### src/rtl/cmp_word_sequencer_pkg.sv
// rtl/cmp_word_sequencer_pkg.sv - shared types, defaults and sizing helpers for the word sequencer
package cmp_word_sequencer_pkg;

  typedef enum logic [1:0] {
    ST_IDLE = 2'd0,
    ST_CMP  = 2'd1,
    ST_DONE = 2'd2
  } seq_state_e;

  localparam int DEF_WORD_BITS = 16;
  localparam int DEF_NUM_WORDS = 2;

  // Word index needs at least one bit even when there is only one word.
  function automatic int idx_width(input int n);
    return (n > 1) ? $clog2(n) : 1;
  endfunction

  function automatic int op_width(input int w, input int n);
    return w * n;
  endfunction

endpackage

### src/rtl/cmp_word_sequencer_if.sv
// rtl/cmp_word_sequencer_if.sv - requester-side bundle for the shared wide comparator
interface cmp_word_sequencer_if
  import cmp_word_sequencer_pkg::*;
#(
  parameter int WORD_BITS = DEF_WORD_BITS,
  parameter int NUM_WORDS = DEF_NUM_WORDS
);

  localparam int OPW = op_width(WORD_BITS, NUM_WORDS);

  logic [1:0]     req;
  logic [OPW-1:0] a0;
  logic [OPW-1:0] b0;
  logic [OPW-1:0] a1;
  logic [OPW-1:0] b1;
  logic [1:0]     ack;
  logic           a_eq_b;
  logic           a_gt_b;
  logic           a_lt_b;
  logic           busy;
  logic           grant_id;

  modport master (
    output req, a0, b0, a1, b1,
    input  ack, a_eq_b, a_gt_b, a_lt_b, busy, grant_id
  );

  modport slave (
    input  req, a0, b0, a1, b1,
    output ack, a_eq_b, a_gt_b, a_lt_b, busy, grant_id
  );

endinterface

### src/rtl/cmp_word_sequencer_cmp.sv
// rtl/cmp_word_sequencer_cmp.sv - single-word magnitude comparator cell, signed or unsigned
module cmp_word_sequencer_cmp #(
  parameter int NR_OF_BITS = 16,
  parameter bit SIGNED_CMP = 1'b0
) (
  input  logic [NR_OF_BITS-1:0] data_a_i,
  input  logic [NR_OF_BITS-1:0] data_b_i,
  output logic                  a_eq_b_o,
  output logic                  a_gt_b_o,
  output logic                  a_lt_b_o
);

  assign a_eq_b_o = (data_a_i == data_b_i);

  generate
    if (SIGNED_CMP) begin : g_signed
      assign a_gt_b_o = ($signed(data_a_i) > $signed(data_b_i));
      assign a_lt_b_o = ($signed(data_a_i) < $signed(data_b_i));
    end else begin : g_unsigned
      assign a_gt_b_o = (data_a_i > data_b_i);
      assign a_lt_b_o = (data_a_i < data_b_i);
    end
  endgenerate

endmodule

### src/rtl/cmp_word_sequencer_rr.sv
// rtl/cmp_word_sequencer_rr.sv - two-way round-robin arbiter; pointer names the favoured requester
module cmp_word_sequencer_rr (
  input  logic [1:0] req_i,
  input  logic       rr_ptr_i,
  output logic       valid_o,
  output logic       winner_o
);

  assign valid_o  = |req_i;
  assign winner_o = (req_i == 2'b11) ? rr_ptr_i : req_i[1];

endmodule

### src/rtl/cmp_word_sequencer.sv
// rtl/cmp_word_sequencer.sv - shares one word comparator between two requesters,
// sequencing wide compares most-significant word first with early exit
module cmp_word_sequencer
  import cmp_word_sequencer_pkg::*;
#(
  parameter int WORD_BITS       = DEF_WORD_BITS,
  parameter int NUM_WORDS       = DEF_NUM_WORDS,
  parameter bit TWOS_COMPLEMENT = 1'b1
) (
  input  logic                 clock,
  input  logic                 reset_n,
  cmp_word_sequencer_if.slave  bus
);

  localparam int OPW   = op_width(WORD_BITS, NUM_WORDS);
  localparam int IDX_W = idx_width(NUM_WORDS);
  localparam logic [IDX_W-1:0] MS_IDX = IDX_W'(NUM_WORDS - 1);

  seq_state_e       state_q, state_d;
  logic [IDX_W-1:0] idx_q, idx_d;
  logic [OPW-1:0]   opa_q, opa_d;
  logic [OPW-1:0]   opb_q, opb_d;
  logic             grant_q, grant_d;
  logic             rr_q, rr_d;
  logic [1:0]       ack_q, ack_d;
  logic             eq_q, eq_d;
  logic             gt_q, gt_d;
  logic             lt_q, lt_d;

  logic                 arb_valid;
  logic                 arb_winner;
  logic [WORD_BITS-1:0] word_a;
  logic [WORD_BITS-1:0] word_b;
  logic                 s_eq, s_gt, s_lt;
  logic                 u_eq, u_gt, u_lt;
  logic                 is_ms;
  logic                 cmp_eq, cmp_gt, cmp_lt;

  cmp_word_sequencer_rr u_rr (
    .req_i    (bus.req),
    .rr_ptr_i (rr_q),
    .valid_o  (arb_valid),
    .winner_o (arb_winner)
  );

  always_comb begin
    word_a = '0;
    word_b = '0;
    for (int i = 0; i < NUM_WORDS; i++) begin
      if (idx_q == IDX_W'(i)) begin
        word_a = opa_q[i*WORD_BITS +: WORD_BITS];
        word_b = opb_q[i*WORD_BITS +: WORD_BITS];
      end
    end
  end

  // Only the most-significant word carries the sign; lower words are plain magnitudes.
  cmp_word_sequencer_cmp #(
    .NR_OF_BITS (WORD_BITS),
    .SIGNED_CMP (TWOS_COMPLEMENT)
  ) u_cmp_ms (
    .data_a_i (word_a),
    .data_b_i (word_b),
    .a_eq_b_o (s_eq),
    .a_gt_b_o (s_gt),
    .a_lt_b_o (s_lt)
  );

  cmp_word_sequencer_cmp #(
    .NR_OF_BITS (WORD_BITS),
    .SIGNED_CMP (1'b0)
  ) u_cmp_ls (
    .data_a_i (word_a),
    .data_b_i (word_b),
    .a_eq_b_o (u_eq),
    .a_gt_b_o (u_gt),
    .a_lt_b_o (u_lt)
  );

  assign is_ms  = (idx_q == MS_IDX);
  assign cmp_eq = is_ms ? s_eq : u_eq;
  assign cmp_gt = is_ms ? s_gt : u_gt;
  assign cmp_lt = is_ms ? s_lt : u_lt;

  always_comb begin
    state_d = state_q;
    idx_d   = idx_q;
    opa_d   = opa_q;
    opb_d   = opb_q;
    grant_d = grant_q;
    rr_d    = rr_q;
    ack_d   = '0;
    eq_d    = eq_q;
    gt_d    = gt_q;
    lt_d    = lt_q;
    unique case (state_q)
      ST_IDLE: begin
        if (arb_valid) begin
          opa_d   = arb_winner ? bus.a1 : bus.a0;
          opb_d   = arb_winner ? bus.b1 : bus.b0;
          grant_d = arb_winner;
          idx_d   = MS_IDX;
          state_d = ST_CMP;
        end
      end
      ST_CMP: begin
        if (!cmp_eq) begin
          eq_d           = 1'b0;
          gt_d           = cmp_gt;
          lt_d           = cmp_lt;
          ack_d[grant_q] = 1'b1;
          state_d        = ST_DONE;
        end else if (idx_q == '0) begin
          eq_d           = 1'b1;
          gt_d           = 1'b0;
          lt_d           = 1'b0;
          ack_d[grant_q] = 1'b1;
          state_d        = ST_DONE;
        end else begin
          idx_d = idx_q - IDX_W'(1);
        end
      end
      ST_DONE: begin
        rr_d    = ~grant_q;
        state_d = ST_IDLE;
      end
      default: state_d = ST_IDLE;
    endcase
  end

  always_ff @(posedge clock or negedge reset_n) begin
    if (!reset_n) begin
      state_q <= ST_IDLE;
      idx_q   <= '0;
      opa_q   <= '0;
      opb_q   <= '0;
      grant_q <= 1'b0;
      rr_q    <= 1'b0;
      ack_q   <= '0;
      eq_q    <= 1'b0;
      gt_q    <= 1'b0;
      lt_q    <= 1'b0;
    end else begin
      state_q <= state_d;
      idx_q   <= idx_d;
      opa_q   <= opa_d;
      opb_q   <= opb_d;
      grant_q <= grant_d;
      rr_q    <= rr_d;
      ack_q   <= ack_d;
      eq_q    <= eq_d;
      gt_q    <= gt_d;
      lt_q    <= lt_d;
    end
  end

  assign bus.ack      = ack_q;
  assign bus.a_eq_b   = eq_q;
  assign bus.a_gt_b   = gt_q;
  assign bus.a_lt_b   = lt_q;
  assign bus.busy     = (state_q != ST_IDLE);
  assign bus.grant_id = grant_q;

endmodule
### src/flat_wrapper.sv
// flat-port wrapper written by rule: the top's interface ports become plain ports
module cmp_word_sequencer_flat import cmp_word_sequencer_pkg::*;
#(
  parameter int WORD_BITS       = DEF_WORD_BITS,
  parameter int NUM_WORDS       = DEF_NUM_WORDS,
  parameter bit TWOS_COMPLEMENT = 1'b1
)
  (clock, reset_n, bus_req, bus_a0, bus_b0, bus_a1, bus_b1, bus_ack, bus_a_eq_b, bus_a_gt_b, bus_a_lt_b, bus_busy, bus_grant_id);
  cmp_word_sequencer_if #(.WORD_BITS(WORD_BITS), .NUM_WORDS(NUM_WORDS)) bus_i ();
  input  logic clock;
  input  logic reset_n;
  input wire logic [$bits(bus_i.req)-1:0] bus_req;
  input wire logic [$bits(bus_i.a0)-1:0] bus_a0;
  input wire logic [$bits(bus_i.b0)-1:0] bus_b0;
  input wire logic [$bits(bus_i.a1)-1:0] bus_a1;
  input wire logic [$bits(bus_i.b1)-1:0] bus_b1;
  output wire logic [$bits(bus_i.ack)-1:0] bus_ack;
  output wire logic [$bits(bus_i.a_eq_b)-1:0] bus_a_eq_b;
  output wire logic [$bits(bus_i.a_gt_b)-1:0] bus_a_gt_b;
  output wire logic [$bits(bus_i.a_lt_b)-1:0] bus_a_lt_b;
  output wire logic [$bits(bus_i.busy)-1:0] bus_busy;
  output wire logic [$bits(bus_i.grant_id)-1:0] bus_grant_id;
  assign bus_i.req = bus_req;
  assign bus_i.a0 = bus_a0;
  assign bus_i.b0 = bus_b0;
  assign bus_i.a1 = bus_a1;
  assign bus_i.b1 = bus_b1;
  assign bus_ack = bus_i.ack;
  assign bus_a_eq_b = bus_i.a_eq_b;
  assign bus_a_gt_b = bus_i.a_gt_b;
  assign bus_a_lt_b = bus_i.a_lt_b;
  assign bus_busy = bus_i.busy;
  assign bus_grant_id = bus_i.grant_id;
  cmp_word_sequencer #(.WORD_BITS(WORD_BITS), .NUM_WORDS(NUM_WORDS), .TWOS_COMPLEMENT(TWOS_COMPLEMENT)) u_core (.clock(clock), .reset_n(reset_n), .bus(bus_i));
endmodule
### config.mk
export PLATFORM = sky130hd
export DESIGN_NAME = cmp_word_sequencer_flat
export DESIGN_NICKNAME = d
export VERILOG_FILES = /design/src/rtl/cmp_word_sequencer_pkg.sv /design/src/rtl/cmp_word_sequencer_if.sv /design/src/rtl/cmp_word_sequencer_cmp.sv /design/src/rtl/cmp_word_sequencer_rr.sv /design/src/rtl/cmp_word_sequencer.sv /design/src/flat_wrapper.sv
export SDC_FILE = /design/constraint.sdc
export NUM_CORES = 1
export LEC_CHECK = 0
export ABC_CLOCK_PERIOD_IN_PS = 3300
export BUFFER_PORTS_ARGS = -buffer_cell sky130_fd_sc_hd__buf_4
export CORE_MARGIN = 4
export CORE_UTILIZATION = 30
export CTS_BUF_LIST = sky130_fd_sc_hd__clkbuf_8
export DETAILED_ROUTE_END_ITERATION = 6
export PLACE_DENSITY_LB_ADDON = 0.1
export SLEW_MARGIN = 10
export SYNTH_ARGS = -nofsm -noshare
export SYNTH_HDL_FRONTEND = slang
export SYNTH_SLANG_ARGS = --single-unit
### constraint.sdc
create_clock -name clock -period 3.3 [get_ports clock]
set_input_delay 0.165 -clock clock [delete_from_list [all_inputs] [get_ports clock]]
set_output_delay 0.165 -clock clock [all_outputs]
set_load 0.005 [all_outputs]
# [Yosys cells after proc, flatten, opt, wreduce, memory -nomap -nowiden]
# Index checks and enable logic that the tools add are counted.
[classes] add_sub_neg=1 order_cmp=6 eq_ne=8 muxes=25 bitwise=1 n_reduce_logical=9
[ops] cell="2-to-1 mux 32 bit" count=2
[ops] cell="> comparator 16 bit" count=2
[ops] cell="< comparator 16 bit" count=2
[ops] cell="2-to-1 mux 16 bit" count=2
[ops] cell="equality test 16 bit" count=1
[ops] cell="2-to-1 mux 1 bit" count=12
[ops] cell="2-to-1 mux 2 bit" count=6
[ops] cell="AND reduction 2 bit" count=3
[ops] cell="equality test 2 bit, second input constant" count=2
[ops] cell="inequality test 2 x 1 -> 1 bit, second input constant" count=2
[ops] cell="case mux 2 bit (2 select lines)" count=1
[ops] cell="nonzero test 2 bit" count=2
[ops] cell="inequality test 3 bit, second input constant" count=1
[ops] cell="AND reduction 3 bit" count=1
[ops] cell="equality test 2 x 1 -> 1 bit, second input constant" count=1
[ops] cell="zero test 2 bit" count=1
[ops] cell="< comparator 1 x 2 -> 1 bit, second input constant" count=1
[ops] cell="inequality test 2 bit, second input constant" count=1
[ops] cell="case mux 1 bit (2 select lines)" count=1
[ops] cell="OR reduction 2 bit" count=1
[ops] cell="demux 1 bit (select 1 bit)" count=1
[ops] cell="greater-or-equal comparator 1 bit, second input constant" count=1
[ops] cell="logical AND 1 bit" count=1
[ops] cell="NOT 1 bit" count=1
[ops] cell="subtractor 1 bit, second input constant" count=1
[totals] reg_bits=74 inputBits=132 output_inout_bits=7 wordCells=60

# [Logic depth before layout (Yosys ltp)]
# Gate-level depths: netlist of run 1.
[depth] depth_word=7 depth_mapped=11

# [Cells and area by module]
# A second synthesis of run 1 with hierarchy kept.
[hier_totals] cells_unflattened=471 area_unflattened_um2=4609.4
[by_module_without_submodules] mod="cmp_word_sequencer" n_inst=1 cells_each=348 area_per_inst_um2=3724.8
[by_module_without_submodules] mod="cmp_word_sequencer_cmp (u_core.u_cmp_ms)" n_inst=1 cells_each=62 area_per_inst_um2=454.2
[by_module_without_submodules] mod="cmp_word_sequencer_cmp (u_core.u_cmp_ls)" n_inst=1 cells_each=58 area_per_inst_um2=412.9
[by_module_without_submodules] mod="cmp_word_sequencer_rr" n_inst=1 cells_each=3 area_per_inst_um2=17.5

# [Least setup slack after synthesis of run 1]
# OpenSTA, ideal clock, no wires.
[synth_path] path_type="flip-flop to flip-flop" start="register u_core.idx_q" end="register u_core.lt_q, in the netlist u_core.bus.a_lt_b" setup_ps=126 arrival_ps=2822 required_ps=3174 slack_ps=352 path_stages_with_launch=11 n_path_buf=2 synth_period_minus_slack_ps=2948 path_cell_list="dfrtp_1 buf_1 buf_1 mux2i_1 ha_1 a21oi_1 o21ai_0 a211o_1 a211o_1 a22o_1 a221o_1"
[synth_between] elab_chain_len=4 word_cells_on_any_way=9 classes_between="2 x order compare; 2 x eq/ne; 4 x mux; 1 x reduce/logical"
[synth_lines] element="from (decl)" line_no="cmp_word_sequencer.sv:20" text="logic [IDX_W-1:0] idx_q, idx_d;"
[synth_lines] element="from (signal assigned)" line_no="cmp_word_sequencer.sv:145" text="idx_q <= idx_d;"
[synth_lines] element="2-to-1 mux 16 bit" line_no="cmp_word_sequencer.sv:50" text="if (idx_q == IDX_W'(i)) begin"
[synth_lines] element="< comparator 16 bit, or another cell as far along" line_no="cmp_word_sequencer_cmp.sv:21" text="assign a_lt_b_o = (data_a_i < data_b_i);"
[synth_lines] element="2-to-1 mux 1 bit or inequality test 2 bit (tied branches)"
[synth_lines] element="2-to-1 mux 1 bit or AND reduction 2 bit (tied branches)"
[synth_lines] element="to (signal assigned)" line_no="cmp_word_sequencer.sv:153" text="lt_q <= lt_d;"
[synth_lines] element="to (decl)" line_no="cmp_word_sequencer.sv:28" text="logic lt_q, lt_d;"
# Several ways; a longest one is shown, not always the timed one.
# A chain may end at the register's enable or synchronous reset.

# [Worst setup path after layout of run 1]
[layout_path] start="register u_core.idx_q" end="register u_core.gt_q, in the netlist u_core.bus.a_gt_b"
[layout_between] elab_chain_len=4 word_cells_on_any_way=9 classes_between="2 x order compare; 2 x eq/ne; 4 x mux; 1 x reduce/logical"
[layout_lines] element="2-to-1 mux 16 bit" line_no="cmp_word_sequencer.sv:50"
[layout_lines] element="> comparator 16 bit, or another cell as far along" line_no="cmp_word_sequencer_cmp.sv:20" text="assign a_gt_b_o = (data_a_i > data_b_i);"
[layout_lines] element="2-to-1 mux 1 bit or inequality test 2 bit (tied branches)"
[layout_lines] element="2-to-1 mux 1 bit or AND reduction 2 bit (tied branches)"
[layout_lines] element="to (signal assigned)" line_no="cmp_word_sequencer.sv:152" text="gt_q <= gt_d;"
[layout_lines] element="to (decl)" line_no="cmp_word_sequencer.sv:27" text="logic gt_q, gt_d;"
# Several ways; a longest one is shown, not always the timed one.

==> impl_metrics.json, run 1 <==
{
  "num-nets-final": 671,
  "status": "finished, final reports clean",
  "stdcell_count": 704,
  "cpMaxStageDelayCell": "dfrtp_2",
  "synth_nets": 542,
  "ir_drop_mv": 0.368,
  "cts_tree": "done",
  "crit_path_max_fanout": 18,
  "portBuffers": 138,
  "wl_um": 10500,
  "coreArea_sq_um": 13200,
  "finalSetupViolations": 0,
  "p_per_area_nw_per_um2": 758,
  "cts_resized": 0,
  "async_flop_share_pct": 100,
  "p_int_mw": 2.54,
  "synth-main-ff-cell": "dfrtp_1",
  "clock_latency_ns": 0.35,
  "drc": 0,
  "synth_xor_area_share_pct": 0,
  "dp.cells": 687,
  "fin_crit_sh_pct": 87.8,
  "cts.reportedPaths.clkPinSlew_ns": 0.08,
  "ys_seq_area_share_pct": 45.7,
  "first_global_vias": 3434,
  "fmax_mhz": 345,
  "synthAdderAreaFrac_pct": 4.94,
  "final_antenna_net_count": 0,
  "cp_slowest_stage_delay_ns": 0.61,
  "setup_tns_ns": 0,
  "cts_setup_buffers": 0,
  "drt_iter0_markers": 193,
  "period_needed_ns": 2.90,
  "p_sw_share_pct": 38.8,
  "routabilityCongestion": 0.788,
  "grt_first_pass_wirelength_um": 16700,
  "synth_edf_count": 0,
  "cap_violations": 0,
  "antenna_found_initial": 0,
  "cts_max_path_buffers": 2,
  "clock_sinks": 74,
  "grt_max_degree": 131,
  "root_buffer": "clkbuf_8",
  "leakage_nw": 2.77,
  "seqCellArea_sq_um": 1850,
  "drive_gt1_share_pct": 34.5,
  "syn_area_per_cell_sq_um": 10.3,
  "arrival_ns": 3.13,
  "max_slew.worst_pin.slew_ns": 0.934,
  "dpl.hpwl_um": 8030,
  "hold_violations": 0,
  "routedWlPerCell_um": 14.9,
  "layout_common_cells": "buf_4, mux2i_1, dfrtp_1",
  "required_ns": 3.53,
  "die_y_um": 124,
  "io_pins": 139,
  "rsz0062_at_grt": "false",
  "drv_slew": 0,
  "fillers": 1329,
  "multi_input_area_sq_um": 2080,
  "cp_cell_sequence": "buf_4, mux2i_1, ha_1, nand4_2, nor4_2, and4_1, a21oi_2, nor2b_4, a221o_1",
  "fin_skew_ns": 0.00915,
  "synth_top_family_by_area": "multiplexers",
  "synthCells": 394,
  "synth.distinct_cells": 31,
  "seq_power_share_pct": 39.7,
  "pwr-share-comb_pct": 43.5,
  "first_pass_iters": 4,
  "clkPwrFrac_pct": 16.8,
  "grt_usage_pct": 14.2,
  "muxShareOfSynthArea_pct": 24.2,
  "synthSimpleGateAreaFrac_pct": 9.67,
  "critical_path_class": "register to register",
  "slew_headroom_pct": 37.8,
  "antenna_cells": 0,
  "switching_power_mw": 1.61,
  "dieArea_sq_um": 15400,
  "die_x_um": 124,
  "rows": 42,
  "viasPerCell": 4.63,
  "hp-class": "input pin to register",
  "overflow": 0,
  "final_common_cell": "buf_4",
  "start_util_pct": 30.6,
  "synth_compound_area_share_pct": 12.1,
  "htree_levels": 3,
  "syn_to_final_growth_pct": 34.8,
  "ys.warnings.count": 0,
  "via_count": 3262,
  "ys_seq_elements": 74,
  "critPathLaunchType": "register",
  "crit_path_end_kind": "register",
  "cts_buffers": 9,
  "syn_area_sq_um": 4050
}
cell type report:
cell class | count | share of cell area, %
Tap cell | 176 | 4.03
Inverter | 3 | 0.206
Timing Repair Buffer | 144 | 20.1
Multi-Input combinational cell | 291 | 38.2
Clock buffer | 9 | 2.27
Clock inverter | 7 | 1.31
Sequential cell | 74 | 33.9
per-layer routing:
layer	vias up	routed length [um]	global-route usage, %
met4	0	73	3.08
met2	71	5620	25.6
met1	1526	4310	17.0
met3	6	512	3.63
li1	1659	-	-
met5	-	0	0
path summary, 6_finish.rpt:
check	from	endpoint	slack, ns	depth (start not counted)
worst min register to register	u_core.bus.grant_id$_DFFE_PN0P_	u_core.bus.ack[0]$_DFF_PN0_	0.51	1
min in group asynchronous	reset_n	u_core.bus.grant_id$_DFFE_PN0P_	0.51	2
worst max-delay path	u_core.idx_q$_DFFE_PN0P_	u_core.bus.a_gt_b$_DFFE_PN0P_	0.40	9
worst min-delay path	bus_b1[8]	u_core.opb_q[8]$_DFFE_PN0P_	0.11	3
worst max register to register	u_core.idx_q$_DFFE_PN0P_	u_core.bus.a_gt_b$_DFFE_PN0P_	0.40	9
max in group asynchronous	reset_n	u_core.idx_q$_DFFE_PN0P_	2.14	2
Yosys cell counts (all sizes together), types with 3 or more instances:
master | instances | share of area (%)
nand2 | 5 | 0.46
a21oi | 73 | 9.1
ha | 16 | 4.9
mux2i | 80 | 20
mux2 | 16 | 4.4
dfrtp | 74 | 46
nor2b | 3 | 0.65
nor2 | 69 | 6.4
nand4 | 3 | 0.62
o21ai | 7 | 0.87
buf | 22 | 2.6
inv | 3 | 0.28
clkbuf | 4 | 0.37
nand3 | 3 | 0.37
stage by stage:
step	setup slack, ns	hold WS, ns	power (mW)	area (sq um)	util (%)
floorplan	0.352	-0.131	2.86	4050	-
global placement	0.512	0.366	3.44	5250	39.7
detailed placement	0.418	0.372	3.49	5250	39.7
CTS	0.419	0.0970	4.22	5460	41.2
global route	0.189	0.106	4.56	5460	41.2
finish	0.401	0.112	4.14	5460	41.2
cells by family (layout without fill, tap and decap cells):
kind of cell,count (synthesis),count (layout)
adders and majority gates,16,16
DFF,74,74
and+or+nand+nor,89,89
muxes,96,96
buffers and inverters,29,163
AOI/OAI and AO/OA,90,90
worst max-delay path: cells and delay by family (launching register included):
family                     cells  cell delay, ns
buffers and inverters          1            0.29
AOI/OAI and AO/OA              2            0.39
DFF                            1            0.61
muxes                          1            0.11
adders and majority gates      1            0.33
and+or+nand+nor                4            1.05
power by group through the flow:
stage | Clock (mW) | Combinational (mW) | Sequential [mW]
3_5_place_dp | 0 | 1.82 | 1.67
2_1_floorplan | 0 | 1.34 | 1.52
3_3_place_gp | 0 | 1.75 | 1.69
4_1_cts | 0.724 | 1.83 | 1.66
5_1_grt | 0.767 | 2.10 | 1.70
6_report | 0.695 | 1.80 | 1.64
sequential cells by signal (all words and copies together) (netlist names):
name	count
u_core.bus.a_eq_b	1
u_core.bus.a_gt_b	1
u_core.bus.a_lt_b	1
u_core.bus.ack	2
u_core.bus.grant_id	1
u_core.idx_q	1
u_core.opa_q	32
u_core.opb_q	32
u_core.rr_q	1
u_core.state_q	2
timing repair:
action | in CTS | in global routing
endpoints found under the hold margin | 35 | 0
setup endpoints to repair | 0 | 0
hold buffers | 1 | 0
Power figures use the tool's default switching activity.
==> inputs of run 2 (changes only) <==
--- a/config.mk
+++ b/config.mk
@@ -5,7 +5,7 @@
 export SDC_FILE = /design/constraint.sdc
 export NUM_CORES = 1
 export LEC_CHECK = 0
-export ABC_CLOCK_PERIOD_IN_PS = 3300
+export ABC_CLOCK_PERIOD_IN_PS = 3700
 export BUFFER_PORTS_ARGS = -buffer_cell sky130_fd_sc_hd__buf_4
 export CORE_MARGIN = 4
 export CORE_UTILIZATION = 30
==> constraint.sdc (replaced) <==
create_clock -name clock -period 3.7 [get_ports clock]
set_input_delay 0.185 -clock clock [delete_from_list [all_inputs] [get_ports clock]]
set_output_delay 0.185 -clock clock [all_outputs]
set_load 0.005 [all_outputs]
==> run 2 against run 1 <==
Compared with the run above:
- the flow now finishes with violations (negative hold slack)
- flip-flop and latch count unchanged
- sequential share of layout area is essentially flat
- clock skew is 0.0015 ns lower
- critical path depth is 1 lower
- maximum frequency decreased by 12%
- clock-buffer cell count up 2
- critical path type unchanged
==> impl_metrics.json, run 2 (synthesis gave the netlist of run 1 again) <==
{
  "multi_input_area_sq_um": 2080,
  "period_needed_ns": 3.30,
  "portBuffers": 138,
  "antenna_cells": 0,
  "start_util_pct": 30.6,
  "fillers": 1348,
  "p_per_area_nw_per_um2": 676,
  "root_buffer": "clkbuf_8",
  "overflow": 0,
  "reg.largest.list": "u_core.opa_q x32, u_core.opb_q x32",
  "drv_slew": 0,
  "cts_max_path_buffers": 2,
  "hold_violations": 27,
  "rows": 42,
  "required_ns": 3.92,
  "cts_tree": "done",
  "finalSetupViolations": 0,
  "worst_slack_ns": 0.405,
  "power.total_mw": 3.69,
  "coreArea_sq_um": 13200,
  "leakage_nw": 2.77,
  "die_x_um": 124,
  "arrival_ns": 3.52,
  "fin_crit_sh_pct": 89.1,
  "dp.cells": 687,
  "failed_checks": "negative hold slack",
  "crit_path_end_kind": "register",
  "cts_resized": 0,
  "cts_setup_buffers": 0,
  "grt_usage_pct": 13.7,
  "layout_common_cells": "buf_4, mux2i_1, dfrtp_1",
  "io_pins": 139,
  "routabilityCongestion": 0.797,
  "rsz0062_at_grt": "false",
  "num-nets-final": 670,
  "dieArea_sq_um": 15400,
  "clock_sinks": 74,
  "critPathLaunchType": "register",
  "setup_tns_ns": 0,
  "via_count": 3219,
  "grt_max_degree": 75,
  "final_antenna_net_count": 0,
  "htree_levels": 3,
  "cts_buffers": 9,
  "first_global_vias": 3266,
  "ir_drop_mv": 0.232,
  "regToRegEndpoint": "u_core.bus.a_gt_b$_DFFE_PN0P_",
  "hold_buffers": 0,
  "r2r_slack_ns": 0.40,
  "cts.reportedPaths.clkPinSlew_ns": 0.08,
  "reg2reg_from": "u_core.idx_q$_DFFE_PN0P_",
  "hp-class": "input pin to async pin",
  "seqCellArea_sq_um": 1850,
  "drt_iter0_markers": 125,
  "timing.hold.ws_ns": -0.0420,
  "antenna_found_initial": 0,
  "die_y_um": 124,
  "crit_path_max_fanout": 35,
  "dpl.hpwl_um": 8080,
  "syn_to_final_growth_pct": 34.8,
  "cap_violations": 0,
  "ff2ff_path_depth": 8,
  "viasPerCell": 4.59,
  "routedWlPerCell_um": 14.7,
  "grt_first_pass_wirelength_um": 16100,
  "max_slew.worst_pin.slew_ns": 0.936,
  "status": "finished with violations",
  "fmax_mhz": 303,
  "wl_um": 10300,
  "critical_path_class": "register to register",
  "slew_headroom_pct": 37.6,
  "first_pass_iters": 4,
  "fin_skew_ns": 0.00763,
  "stdcell_count": 702,
  "dp_slack_ns": 0.462,
  "final_common_cell": "buf_4",
  "drc": 0,
  "drive_gt1_share_pct": 34.6,
  "clock_latency_ns": 0.34
}
run 2: changes by cell type in the layout (fill, tap and decap cells not counted):
cell	before	now
inv_1	4	3
dlygate4sd3_1	1	0
clkbuf_8	9	11
clkinv_4	2	1
clkinvlp_4	2	1
run 2: report_power, final:
group | total (mW) | internal, mW | switching [mW]
registers | 1.46 | 1.20 | 0.261
logic | 1.59 | 0.754 | 0.837
clock network | 0.637 | 0.345 | 0.292
run 2: worst max-delay path, cell delays in order, from the launching register on:
cell	delay [ns]
dfrtp_2	0.87
mux2_2	0.42
ha_1	0.33
nand4_1	0.16
nor4_2	0.39
and4_1	0.44
a21oi_2	0.07
nor2b_4	0.16
a221o_1	0.32
run 2: worst max path at each step:
stage	slack [ns]	endpoint	startpoint	depth (start not counted)
2_1_floorplan	0.75	u_core.bus.a_lt_b$_DFFE_PN0P_	u_core.idx_q$_DFFE_PN0P_	10
3_3_place_gp	0.62	u_core.bus.a_gt_b$_DFFE_PN0P_	u_core.idx_q$_DFFE_PN0P_	8
3_5_place_dp	0.46	u_core.bus.a_gt_b$_DFFE_PN0P_	u_core.idx_q$_DFFE_PN0P_	8
4_1_cts	0.44	u_core.bus.a_gt_b$_DFFE_PN0P_	u_core.idx_q$_DFFE_PN0P_	8
5_1_grt	0.28	u_core.bus.a_gt_b$_DFFE_PN0P_	u_core.idx_q$_DFFE_PN0P_	8
6_report	0.40	u_core.bus.a_gt_b$_DFFE_PN0P_	u_core.idx_q$_DFFE_PN0P_	8
run 2: final cells by class:
cell class / instances / area share (%)
Multi-Input combinational cell: 291 / 38.2
Sequential cell: 74 / 34.0
Timing Repair Buffer: 143 / 19.9
Tap cell: 176 / 4.04
Clock buffer: 11 / 2.77
Clock inverter: 4 / 0.940
Inverter: 3 / 0.206
run 2: stage by stage:
stage | cell area (sq um) | util (%)
final | 5460 | 41.2
after global placement | 5250 | 39.7
after detailed placement | 5250 | 39.7
after floorplan | 4050 | -
after global routing | 5460 | 41.2
after CTS | 5460 | 41.2
run 2: per-layer routing:
metal / track usage [%] / vias up / wire length, um
met5: 0 / - / 0
met4: 3.90 / 0 / 133
met3: 2.82 / 11 / 425
met2: 24.4 / 66 / 5470
met1: 16.7 / 1485 / 4270
li1: - / 1657 / -
